### config.mk
export PLATFORM = sky130hd
export DESIGN_NAME = score_display
export DESIGN_NICKNAME = d
export VERILOG_FILES = /design/src/rtl/score_pkg.sv /design/src/rtl/seg7_decode.sv /design/src/rtl/score_display.sv
export SDC_FILE = /design/constraint.sdc
export NUM_CORES = 1
export LEC_CHECK = 0
export CORE_UTILIZATION = 35
export CTS_CLUSTER_DIAMETER = 60
export DETAILED_ROUTE_END_ITERATION = 6
export HOLD_SLACK_MARGIN = 0.02
export SYNTH_ARGS = -nofsm -noshare
export SYNTH_HDL_FRONTEND = slang
export SYNTH_SLANG_ARGS = --single-unit
### constraint.sdc
create_clock -name clk -period 5.3 [get_ports clk]
set_clock_uncertainty 0.1 [all_clocks]
set_input_delay 1.59 -clock clk [delete_from_list [all_inputs] [get_ports clk]]
set_output_delay 1.59 -clock clk [all_outputs]
set_load 0.05 [all_outputs]
### src/rtl/score_pkg.sv
// Shared constants for the Pong score keeper: segment patterns, FSM state, BCD helpers.
package score_pkg;

    localparam int BCD_W = 4;

    localparam logic [6:0] SEG_BLANK = 7'b1111111;

    localparam logic [6:0] SEG_DIGIT [0:15] = '{
        7'b1000000, 7'b1111001, 7'b0100100, 7'b0110000,
        7'b0011001, 7'b0010010, 7'b0000010, 7'b1111000,
        7'b0000000, 7'b0010000, 7'b0001000, 7'b0000011,
        7'b1000110, 7'b0100001, 7'b0000110, 7'b0001110
    };

    typedef enum logic {
        PLAY = 1'b0,
        WON  = 1'b1
    } state_t;

    // Decimal to packed BCD, up to four digits, digit 0 in the LSBs.
    function automatic logic [15:0] to_bcd(input int v);
        logic [15:0] r;
        int x;
        r = '0;
        x = v;
        for (int i = 0; i < 4; i++) begin
            r[i*BCD_W +: BCD_W] = 4'(x % 10);
            x = x / 10;
        end
        return r;
    endfunction

endpackage

### src/rtl/seg7_decode.sv
// One active-low seven-segment digit: 4-bit hex value in, segments a..g out.
module seg7_decode
    import score_pkg::*;
(
    input  logic [3:0] value,
    input  logic       blank,
    output logic [6:0] seg
);

    always_comb begin
        seg = blank ? SEG_BLANK : SEG_DIGIT[value];
    end

endmodule

### src/rtl/score_display.sv
// BCD score keeper with win detection and direct seven-segment drive.
// Optional win blink enabled by defining SCORE_DISPLAY_BLINK_EN.
module score_display
    import score_pkg::*;
#(
    parameter int DIGITS    = 2,
    parameter int WIN_SCORE = 10,
    parameter bit BLANK_LZ  = 1'b1,
    parameter int BLINK_DIV = 25000000
) (
    input  logic                    clk,
    input  logic                    reset,
    input  logic                    clear,
    input  logic                    inc,
    output logic [BCD_W*DIGITS-1:0] score_bcd,
    output logic                    win,
    output logic [7*DIGITS-1:0]     display
);

    localparam int SW = BCD_W * DIGITS;
    localparam logic [15:0] WIN_BCD16 = to_bcd(WIN_SCORE);
    localparam logic [SW-1:0] WIN_BCD = WIN_BCD16[SW-1:0];

    state_t        state_q, state_d;
    logic [SW-1:0] score_d;
    logic [SW-1:0] bumped;
    logic          carry;

    always_ff @(posedge clk or posedge reset) begin
        if (reset) begin
            state_q   <= PLAY;
            score_bcd <= '0;
        end else begin
            state_q   <= state_d;
            score_bcd <= score_d;
        end
    end

    // Ripple BCD increment; all-nines wraps to zero.
    always_comb begin
        bumped = score_bcd;
        carry  = 1'b1;
        for (int k = 0; k < DIGITS; k++) begin
            if (carry) begin
                if (score_bcd[k*BCD_W +: BCD_W] == 4'd9) begin
                    bumped[k*BCD_W +: BCD_W] = 4'd0;
                end else begin
                    bumped[k*BCD_W +: BCD_W] = score_bcd[k*BCD_W +: BCD_W] + 4'd1;
                    carry = 1'b0;
                end
            end
        end
    end

    always_comb begin
        state_d = state_q;
        score_d = score_bcd;
        if (clear) begin
            state_d = PLAY;
            score_d = '0;
        end else if (inc && state_q == PLAY) begin
            score_d = bumped;
            if (WIN_SCORE != 0 && bumped == WIN_BCD) begin
                state_d = WON;
            end
        end
    end

    always_comb begin
        win = (state_q == WON);
    end

`ifdef SCORE_DISPLAY_BLINK_EN
    localparam int CW = (BLINK_DIV > 1) ? $clog2(BLINK_DIV) : 1;

    logic [CW-1:0] blink_cnt;
    logic          vis;

    always_ff @(posedge clk or posedge reset) begin
        if (reset) begin
            blink_cnt <= '0;
            vis       <= 1'b1;
        end else if (clear || state_q == PLAY) begin
            blink_cnt <= '0;
            vis       <= 1'b1;
        end else if (blink_cnt == CW'(BLINK_DIV - 1)) begin
            blink_cnt <= '0;
            vis       <= ~vis;
        end else begin
            blink_cnt <= blink_cnt + 1'b1;
        end
    end
`else
    logic vis;
    assign vis = 1'b1;
`endif

    // A digit blanks when it and every higher digit are zero.
    logic [DIGITS-1:0] lz;
    logic              hz;

    always_comb begin
        lz = '0;
        hz = 1'b1;
        for (int k = DIGITS - 1; k > 0; k--) begin
            hz    = hz && (score_bcd[k*BCD_W +: BCD_W] == 4'd0);
            lz[k] = BLANK_LZ && hz;
        end
    end

    logic [7*DIGITS-1:0] seg_w;

    for (genvar k = 0; k < DIGITS; k++) begin : g_dig
        seg7_decode u_dec (
            .value (score_bcd[k*BCD_W +: BCD_W]),
            .blank (lz[k] | ~vis),
            .seg   (seg_w[7*k +: 7])
        );
    end

    always_ff @(posedge clk or posedge reset) begin
        if (reset) begin
            for (int k = 0; k < DIGITS; k++) begin
                display[7*k +: 7] <= (k == 0 || !BLANK_LZ) ? SEG_DIGIT[0] : SEG_BLANK;
            end
        end else begin
            display <= seg_w;
        end
    end

endmodule

Yosys cells after proc, flatten, opt, wreduce, memory -nomap -nowiden
Memories as Yosys holds them, arrays and structs flattened. A register that Yosys moved wholly into a read port is not among the register bits.
Cells that the tools add are included.
{"block": "totals", "ff_bits": 23, "romBits": 224, "input_bits": 4, "mem_count": 2}
{"block": "classes", "add_sub_neg": 2, "order_cmp": 2, "n_eq_ne": 3, "mux": 14, "bitwise_logic": 3, "reduce_logical": 5}
{"name": "(name not given)", "depth": 16, "width": 7, "rd": 1, "rd_clocked_by_memory_dff": 0, "write_ports": 0, "line_no": "seg7_decode.sv:11", "text": "seg = blank ? SEG_BLANK : SEG_DIGIT[value];"}
{"name": "(name not given)", "depth": 16, "width": 7, "rd": 1, "rd_clocked_by_memory_dff": 1, "write_ports": 0, "line_no": "seg7_decode.sv:11"}
{"op": "$mux W7", "count": 5}
{"op": "$mux W8", "count": 2}
{"op": "$mux W4", "count": 3}
{"op": "$ge A5 B5 Y1 const B", "count": 2}
{"op": "$not A4 Y5", "count": 2}
{"op": "$add A4 B1 Y4 const B", "count": 2}
{"op": "$eq A4 B4 Y1 const B", "count": 2}
{"op": "$eq A8 B5 Y1 const B", "count": 1}
{"op": "$logic_not A4 Y1", "count": 1}
{"op": "$mux W1", "count": 4}
{"op": "$reduce_bool A2 Y1", "count": 2}
{"op": "$reduce_and A2 Y1", "count": 1}
{"op": "$logic_and A1 B1 Y1", "count": 1}
{"op": "$not A1 Y1", "count": 1}

Longest topological paths before layout
Gate-level depths: netlist (run 1).
{"block": "depth", "depth_word": 7, "depth_mapped": 7}

By module
Synthesis (run 1) repeated with hierarchy kept, for this count alone.
{"block": "unflattened", "hier_cells": 149, "hier_area_um2": 1546.5}
{"module": "score_display", "instances": 1, "cells_each": 79, "area_each_um2": 952.2, "seq_area_each_um2": 585.6}
{"module": "seg7_decode (g_dig[1].u_dec)", "instances": 1, "cells_each": 35, "area_each_um2": 299.0, "seq_area_each_um2": 0.0}
{"module": "seg7_decode (g_dig[0].u_dec)", "instances": 1, "cells_each": 35, "area_each_um2": 295.3, "seq_area_each_um2": 0.0}

Worst setup path after synthesis (run 1)
No wires, ideal clock.
{"block": "synth_path", "path_type": "in2reg", "startpoint": "input port inc", "endpoint": "register score_bcd[2]", "arrival_ps": 2336, "setup_slack_ps": 2786, "stages": 5, "n_path_buf": 1, "cell_sequence": "nor2b_1 -> buf_2 -> nand2_1 -> or3_1 -> a21oi_1"}
{"block": "synth_between", "elab_chain_cells": 2}
{"element": "start, declared", "line_no": "score_display.sv:14", "text": "input logic inc,"}
{"element": "$logic_and A1 B1 Y1", "line_no": "score_display.sv:61", "text": "end else if (inc && state_q == PLAY) begin"}
{"element": "$reduce_bool A2 Y1 (no line)"}
{"element": "end signal, assigned", "line_no": "score_display.sv:35", "text": "score_bcd <= score_d;"}
{"element": "end, declared", "line_no": "score_display.sv:15", "text": "output logic [BCD_W*DIGITS-1:0] score_bcd,"}
Every way passes these cells.
A chain may end at the register's enable or synchronous reset.

Final worst setup path (run 1)
{"block": "layout_path", "startpoint": "register score_bcd[3]", "endpoint": "output port score_bcd[3]"}
No word-level cell between the ends.

==> impl_metrics.toml, run 1 <==
[grt]
grt.overflow.total = 0
grt_max_degree = 24
antenna_found_initial = 0
grt_pass1_vias = 1063
grt_pass1_wl_mm = 5.099
track_usage = 0.1533

[yosys]
yosysSeqAreaShare = 0.4087
synth.distinct_cells = 42
synthDominantCellAreaShare = 0.2620
synth_cells = 150
yosys_warnings = 0
synth.avg_cell_area_um2 = 9.551
ys_ff_latch = 23
ys_top_cells_by_area = "dfrtp_1 (26%), dfstp_2 (15%), ha_1 (10%), mux2i_1 (4.2%), nor2_1 (3.9%)"
synth_top_cell_by_area = "dfrtp_1"
syn_nets = 166
netlist_area_mm2 = 0.001433

[route]
antenna_left = 0
vias = 1131
vias_per_cell = 5.164
drc = 0
routed_wl_mm = 2.936
drt_pass1_iterations = 4
routedWlPerCell_um = 13.41
drt-initial-drc-count = 33

[setup_path]
crit_buf_inv = 1
critical_path.top_delay_family = "buffers and inverters"
cp_slowest_cell = "clkdlybuf4s50_1"
worstSetupStartpointType = "flop"
critical_path_required_ns = 3.61
endpoint_kind = "primary output"
path_cells = "clkdlybuf4s50_1"
crit_fanout = 19
arrival_ns = 2.01
criticalPathCategory = "flop to primary output"
cpPeakStageDelay_ns = 0.94

[hold_path]
min_path_type = "flop to flop"

[power_and_ir_drop]
p_total_uw = 441.1
pwr-share-seq = 0.465
p_switching_uw = 153.8
p_per_area_mw_per_mm2 = 252.0
netSwitchingFraction = 0.3486
p_leak_nw = 0.7536
vdd_drop_max_uv = 106.1
pwr-share-comb = 0.276
p_int_uw = 287.3
clock_power_share = 0.259

[sta]
final_max_slew_viol_count = 0
tightest_slew_ns = 0.8515
rsz0062_at_grt = "no"
hold_viol = 0
finalSetupViolations = 0
finalCriticalPeriod_ns = 3.699
relSlewSlack = 0.4317
fmax_mhz = 270.3
tns_ns = 0
finalCritPeriodShare = 0.6980

[clocking]
cts_tree = "done"
ctsResizeCount = 0
numCtsBuffers = 3
cts_setup_buffers = 0
root_buffer = "clkbuf_8"
clk_latency_ns = 0.27
clock_path_buffers = 2
clock-sinks = 23
cts_hold_buffers = 0
path_clk_slew_ns = 0.09
htreeDepth = 1

[cells_and_area]
layout-area-overhead-vs-synth_pct = 22.18
layout-drive-gt1-share = 0.09357
final_cell_mix = "clkdlybuf4s50_1 (26), nor2_1 (15), dfrtp_1 (15), nand2_1 (12), ha_1 (12)"
layout_commonest_cell = "clkdlybuf4s50_1"
finalNonFillerCells = 219
final_nets = 188
utilization = 0.4608
antennaDiodeCount = 0

[floorplanning]
initial_utilization = 0.3771
num_rows = 22
dieArea_mm2 = 0.004353
dieHeight_um = 65.98
die_x_um = 65.98
core_mm2 = 0.003799
ios = 27

[placed_design]
dpl.hpwl_mm = 2.082
numPortBuffers = 26
gp_congestion = 0.7983
dp.cells = 215

[status]
status = "complete, no violations"

[run]
maxCapViolCount = 0
==> power by group through the flow <==
stage	combinational, mW	clock [mW]	sequential (mW)
finish	0.122	0.114	0.205
global route	0.131	0.123	0.208
CTS	0.123	0.116	0.205
detailed placement	0.123	0	0.209
global placement	0.122	0	0.208
floorplan	0.0444	0	0.251
==> stage by stage <==
stage	hold slack (ns)	instance area, um^2	setup slack (ns)
floorplan	0.7212	1433	2.786
global placement	0.4299	1704	1.947
detailed placement	0.4528	1704	1.915
CTS	0.4859	1750	1.608
global route	0.5039	1750	1.527
finish	0.4724	1750	1.601
==> state kept, by name, summed over array words and instances (netlist names) <==
name,flops
win,1
score_bcd,8
display,14
==> path summary, 6_finish.rpt <==
path,end,depth (start not counted),slack (ns),from
max reg2reg,win,5,3.20,score_bcd[1]
max,score_bcd[3],1,1.60,score_bcd[3]
min reg2reg,win,1,0.47,win
min in group asynchronous,display[0],2,1.69,reset
min,win,1,0.47,win
max in group asynchronous,score_bcd[1],2,2.88,reset
==> cells by family after synthesis <==
kind of cell,Yosys count,synth area share
AO/OA/AOI/OAI,40,0.1817
XOR/XNOR,1,0.006115
adder cells (fa/ha/maj),12,0.1048
buffers and inverters,19,0.06027
flip-flops,23,0.4087
multiplexers,8,0.06550
AND/OR/NAND/NOR,47,0.1729
==> routing by layer <==
layer | share of wire | global-route usage
met1 | 0.49 | 0.1968
met2 | 0.46 | 0.2564
met3 | 0.028 | 0.01034
met4 | 0.021 | 0.07979
met5 | 0 | 0
==> final cells by class <==
class	instances	area, um^2
clock buffer	3	41.29
clock inverter	1	5.005
fill	367	2048
inverter	10	37.54
multi-input combinational	108	760.7
sequential	23	585.6
tap	48	60.06
timing repair buffer	26	260.3
==> cells in the mapped netlist <==
cell,count
a211oi_1,3
a211oi_2,1
a21boi_0,1
a21oi_1,10
a22o_1,2
a31oi_1,1
a32o_1,2
and2_1,1
and3b_1,2
and4b_1,1
buf_1,2
buf_2,3
buf_4,1
buf_6,1
clkbuf_1,2
dfrtp_1,15
dfstp_2,8
ha_1,12
inv_1,10
mux2_2,1
mux2i_1,6
mux4_2,1
nand2_1,12
nand2b_1,1
nand3_1,4
nand3b_1,1
nand3b_4,1
nor2_1,15
nor2b_1,3
nor3_1,1
nor3b_1,1
nor4_1,1
o2111a_1,1
o211ai_1,2
o21ai_0,10
o21ai_1,2
o22ai_1,2
o311a_1,1
o31ai_1,2
or3_1,2
or3b_1,1
xor2_1,1
==> worst register-to-register path, stage by stage, from the launching register on <==
cell and delay [ns]:
dfrtp_1 0.49, inv_1 0.16, ha_1 0.37, nand3b_4 0.17, o311a_1 0.43, a32o_1 0.27
(Power assumes the default switching activity.)
==> run 2, diff against run 1 <==
- clock period: 5.3 -> 3.33 ns (I/O delays scaled with it)
==> run 2 against run 1 <==
Effect of this change:
- worst hold slack got worse by 0.020 ns
- combinational power rose by 65%
- final area rose by 1.6%
- highest routed layer unchanged
==> impl_metrics.toml, run 2 (synthesized netlist as in run 1, its figures left out) <==
[route]
routedWlPerCell_um = 12.80
antenna_left = 0
drt-initial-drc-count = 37
drt_pass1_iterations = 4
drc = 0
vias = 1136
routed_wl_mm = 2.854
vias_per_cell = 5.094

[cells_and_area]
layout_commonest_cell = "clkdlybuf4s50_1"
antennaDiodeCount = 0
largest_register_ffs = 14
final_cell_mix = "clkdlybuf4s50_1 (26), nor2_1 (15), dfrtp_1 (15), nand2_1 (12), ha_1 (12)"
layout-area-overhead-vs-synth_pct = 24.19
final_nets = 192
final_cell_area_mm2 = 0.001779
top_register = "display"
n_fill_cell = 370
layout-drive-gt1-share = 0.1086

[floorplanning]
num_rows = 22
ios = 27
die_x_um = 65.98
core_mm2 = 0.003799
dieArea_mm2 = 0.004353
dieHeight_um = 65.98
initial_utilization = 0.3771

[setup_path]
endpoint = "score_bcd[7]"
r2r_start = "score_bcd[1]"
endpoint_kind = "primary output"
critical_path.top_delay_family = "buffers and inverters"
crit_buf_inv = 1
worstSetupStartpointType = "flop"
arrival_ns = 1.76
critical_path_required_ns = 2.23
crit_start = "score_bcd[7]"
cpPeakStageDelay_ns = 0.89
r2r_slack_ns = 1.22
crit_fanout = 15
path_cells = "clkdlybuf4s50_1"
r2r_end = "win"
cp.depth = 1
cp_slowest_cell = "clkdlybuf4s50_1"
criticalPathCategory = "flop to primary output"
reg2reg_depth = 5

[sta]
finalCriticalPeriod_ns = 2.856
relSlewSlack = 0.6665
final_max_slew_viol_count = 0
tightest_slew_ns = 0.4986
fmax_mhz = 350.1
hold_viol = 0
finalCritPeriodShare = 0.8577
rsz0062_at_grt = "no"
finalSetupViolations = 0
tns_ns = 0

[power_and_ir_drop]
vdd_drop_max_uv = 137.9
p_int_uw = 461.4
pwr-share-seq = 0.464
clock_power_share = 0.245
p_per_area_mw_per_mm2 = 389.4
p_leak_nw = 0.7712
p_switching_uw = 231.4
pwr-share-comb = 0.291
netSwitchingFraction = 0.3341

[clocking]
cts_tree = "done"
htreeDepth = 1
cts_setup_buffers = 0
clk_latency_ns = 0.26
cts_hold_buffers = 0
clock-sinks = 23
path_clk_slew_ns = 0.08
root_buffer = "clkbuf_8"
clock_path_buffers = 2
numCtsBuffers = 3
ctsResizeCount = 0

[hold_path]
min_path_type = "flop to flop"

[placed_design]
gp_congestion = 0.8087
dpl_cell_area_mm2 = 0.001734
dpl.hpwl_mm = 2.072
numPortBuffers = 26

[run]
maxCapViolCount = 0

[status]
status = "complete, no violations"

[grt]
antenna_found_initial = 0
track_usage = 0.1507
grt_pass1_vias = 1117
grt_max_degree = 24
grt.overflow.total = 0
grt_pass1_wl_mm = 5.092
[run 2: cell types whose count changed in the layout (fill, tap and decap cells not counted), sizes merged]
| cell | change |
|---|---|
| buf | +4 |
| clkbuf | +1 |
| clkinv | -1 |
[run 2: worst register-to-register path: cells and delay by family, from the launching register on]
kind | cells | cell delay [ns]
buf+inv | 1 | 0.17
compound gates | 2 | 0.67
simple gates | 1 | 0.18
flops | 1 | 0.48
fa+ha+maj | 1 | 0.40
[run 2: per-layer routing]
metal,vias up,part of all wire,global-route usage
li1,578,-,-
met2,32,0.48,0.2436
met5,-,0,0
met1,524,0.47,0.2011
met3,2,0.043,0.01552
met4,0,0.010,0.06915
[run 2: worst min-delay path by stage]
| stage | from | end | cells after the start |
|---|---|---|---|
| floorplan | score_bcd[4] | display[8] | 2 |
| global placement | win | win | 1 |
| detailed placement | win | win | 1 |
| CTS | win | win | 1 |
| global route | win | win | 1 |
| finish | win | win | 1 |
[run 2: power groups by stage]
stage | Sequential, mW | Combinational (mW) | Clock (mW)
global route | 0.325 | 0.217 | 0.190
finish | 0.321 | 0.201 | 0.170
CTS | 0.322 | 0.203 | 0.178
floorplan | 0.399 | 0.0706 | 0
global placement | 0.325 | 0.201 | 0
detailed placement | 0.327 | 0.203 | 0
[run 2: final cells by class]
type,count,area [um^2],area share
inverters,10,37.54,0.02110
repair buffers,30,290.3,0.1631
well taps,48,60.06,0.03376
multi-input cells,108,760.7,0.4276
clock buffers,4,45.04,0.02532
flip-flops and latches,23,585.6,0.3291
[run 2: stage by stage]
step           hold WS [ns]  utilization  cells  power (mW)  setup WS [ns]
6_report             0.4527       0.4684    223      0.6928         0.4740
5_1_grt              0.4942       0.4684    223      0.7322         0.4086
4_1_cts              0.4599       0.4684    223      0.7029         0.4699
3_5_place_dp         0.4325       0.4565    219      0.5301         0.7593
3_3_place_gp         0.4324       0.4565    219      0.5263         0.7911
2_1_floorplan        0.7212            -    150      0.4701          1.201
==> run 3, diff against run 2 <==
- CAP_MARGIN: default -> 20
- CORE_UTILIZATION: 35 -> 39
- clock period: 3.33 -> 2.75 ns (I/O delays scaled with it)
==> run 3 against run 2 <==
Effect of this change:
- die area fell by 10%
- worst setup slack worse by 0.35 ns
- final area down 0.56%
- flip-flop and latch count unchanged
- power rose by 16%
- sequential share of layout area increased by 0.19 points
- wire length rose by 0.18%
- utilization grew 5.0 points
- critical endpoint is now score_bcd[4]
- largest cell class unchanged
- highest routed layer unchanged
==> impl_metrics.toml, run 3 (synthesized netlist as in run 1, its figures left out) <==
[status]
status = "complete, no violations"

[grt]
grt.overflow.total = 0
antenna_found_initial = 0
grt_max_degree = 24
grt_pass1_wl_mm = 5.078
track_usage = 0.1626
grt_pass1_vias = 1069

[route]
topRoutingLayerUsed = "met4"
wl_met1_mm = 1.454
wl_met3_um = 80
vias = 1140
drc = 0
wl_met2_mm = 1.307
antenna_left = 0
routedWlPerCell_um = 12.82
vias_per_cell = 5.112
routed_wl_mm = 2.859
drt-initial-drc-count = 26
drt_pass1_iterations = 4

[power_and_ir_drop]
vdd_drop_max_uv = 201.2
p_per_area_mw_per_mm2 = 452.6
p_leak_nw = 0.7797

[setup_path]
critical_path.top_delay_family = "buffers and inverters"
worstSetupStartpointType = "flop"
arrival_ns = 1.70
critical_path_required_ns = 1.83
crit_fanout = 10
criticalPathCategory = "flop to primary output"
crit_buf_inv = 1
endpoint_kind = "primary output"
path_cells = "clkdlybuf4s50_1"
cpPeakStageDelay_ns = 0.86
cp_slowest_cell = "clkdlybuf4s50_1"

[clocking]
htreeDepth = 1
cts_setup_buffers = 0
ctsResizeCount = 0
clock-sinks = 23
root_buffer = "clkbuf_4"
clock_path_buffers = 2
cts_hold_buffers = 0
cts_tree = "done"
clk_latency_ns = 0.32
path_clk_slew_ns = 0.14
numCtsBuffers = 3

[cells_and_area]
antennaDiodeCount = 0
largest_register_ffs = 14
layout_commonest_cell = "clkdlybuf4s50_1"
finalNonFillerCells = 223
final_cell_mix = "clkdlybuf4s50_1 (24), nor2_1 (15), dfrtp_1 (15), nand2_1 (12), ha_1 (12)"
layout-drive-gt1-share = 0.1356
top_register = "display"
layout-area-overhead-vs-synth_pct = 23.49
final_nets = 194

[placed_design]
dpl.hpwl_mm = 2.078
gp_congestion = 0.8450
numPortBuffers = 26
dp.cells = 219

[sta]
finalCriticalPeriod_ns = 2.628
tns_ns = 0
hold_viol = 0
final_max_slew_viol_count = 0
relSlewSlack = 0.6251
finalCritPeriodShare = 0.9558
fmax_mhz = 380.4
rsz0062_at_grt = "no"
tightest_slew_ns = 0.5624
finalSetupViolations = 0

[run]
maxCapViolCount = 0

[floorplanning]
initial_utilization = 0.4194
ios = 27
core_mm2 = 0.003416
num_rows = 21
dieHeight_um = 62.61
dieArea_mm2 = 0.003920
die_x_um = 62.61

[hold_path]
min_path_type = "flop to flop"
==> run 3: final timing paths <==
| path | from | end | slack, ns | cells past startpoint |
|---|---|---|---|---|
| max | score_bcd[4] | score_bcd[4] | 0.12 | 1 |
| min | win | win | 0.46 | 1 |
| max reg2reg | score_bcd[1] | win | 0.67 | 5 |
| min reg2reg | win | win | 0.46 | 1 |
| max in group asynchronous | reset | display[6] | 1.52 | 3 |
| min in group asynchronous | reset | score_bcd[2] | 0.75 | 3 |
==> run 3: where the power goes <==
| group | switching, mW | internal (mW) |
|---|---|---|
| Combinational | 0.166 | 0.0868 |
| Sequential | 0.0132 | 0.372 |
| Clock | 0.109 | 0.0544 |
| Total | 0.288 | 0.513 |
==> run 3: layer usage <==
layer | up-vias | global-route usage
met5 | - | 0
met4 | 0 | 0.05233
met3 | 2 | 0.02555
met2 | 25 | 0.2514
met1 | 530 | 0.2312
li1 | 583 | -
==> run 3: per-stage QoR <==
step                      total power, mW  hold slack (ns)  instance area, um^2    util  worst slack, ns
after floorplan                    0.5693           0.7210                 1433       -           0.6207
after global placement             0.6426           0.4265                 1742  0.5099           0.4944
after detailed placement           0.6448           0.4302                 1742  0.5099           0.4842
after CTS                          0.8054           0.4655                 1769  0.5179           0.1076
after global routing               0.8402           0.4997                 1769  0.5179          0.04747
final                              0.8007           0.4612                 1769  0.5179           0.1215
==> run 3: cell type report <==
type,instances,area (um^2)
multi-input cells,108,760.7
clock buffers,3,22.52
flip-flops and latches,23,585.6
well taps,46,57.56
inverters,10,37.54
repair buffers,32,300.3
fillers,336,1647
clock inverters,1,5.005
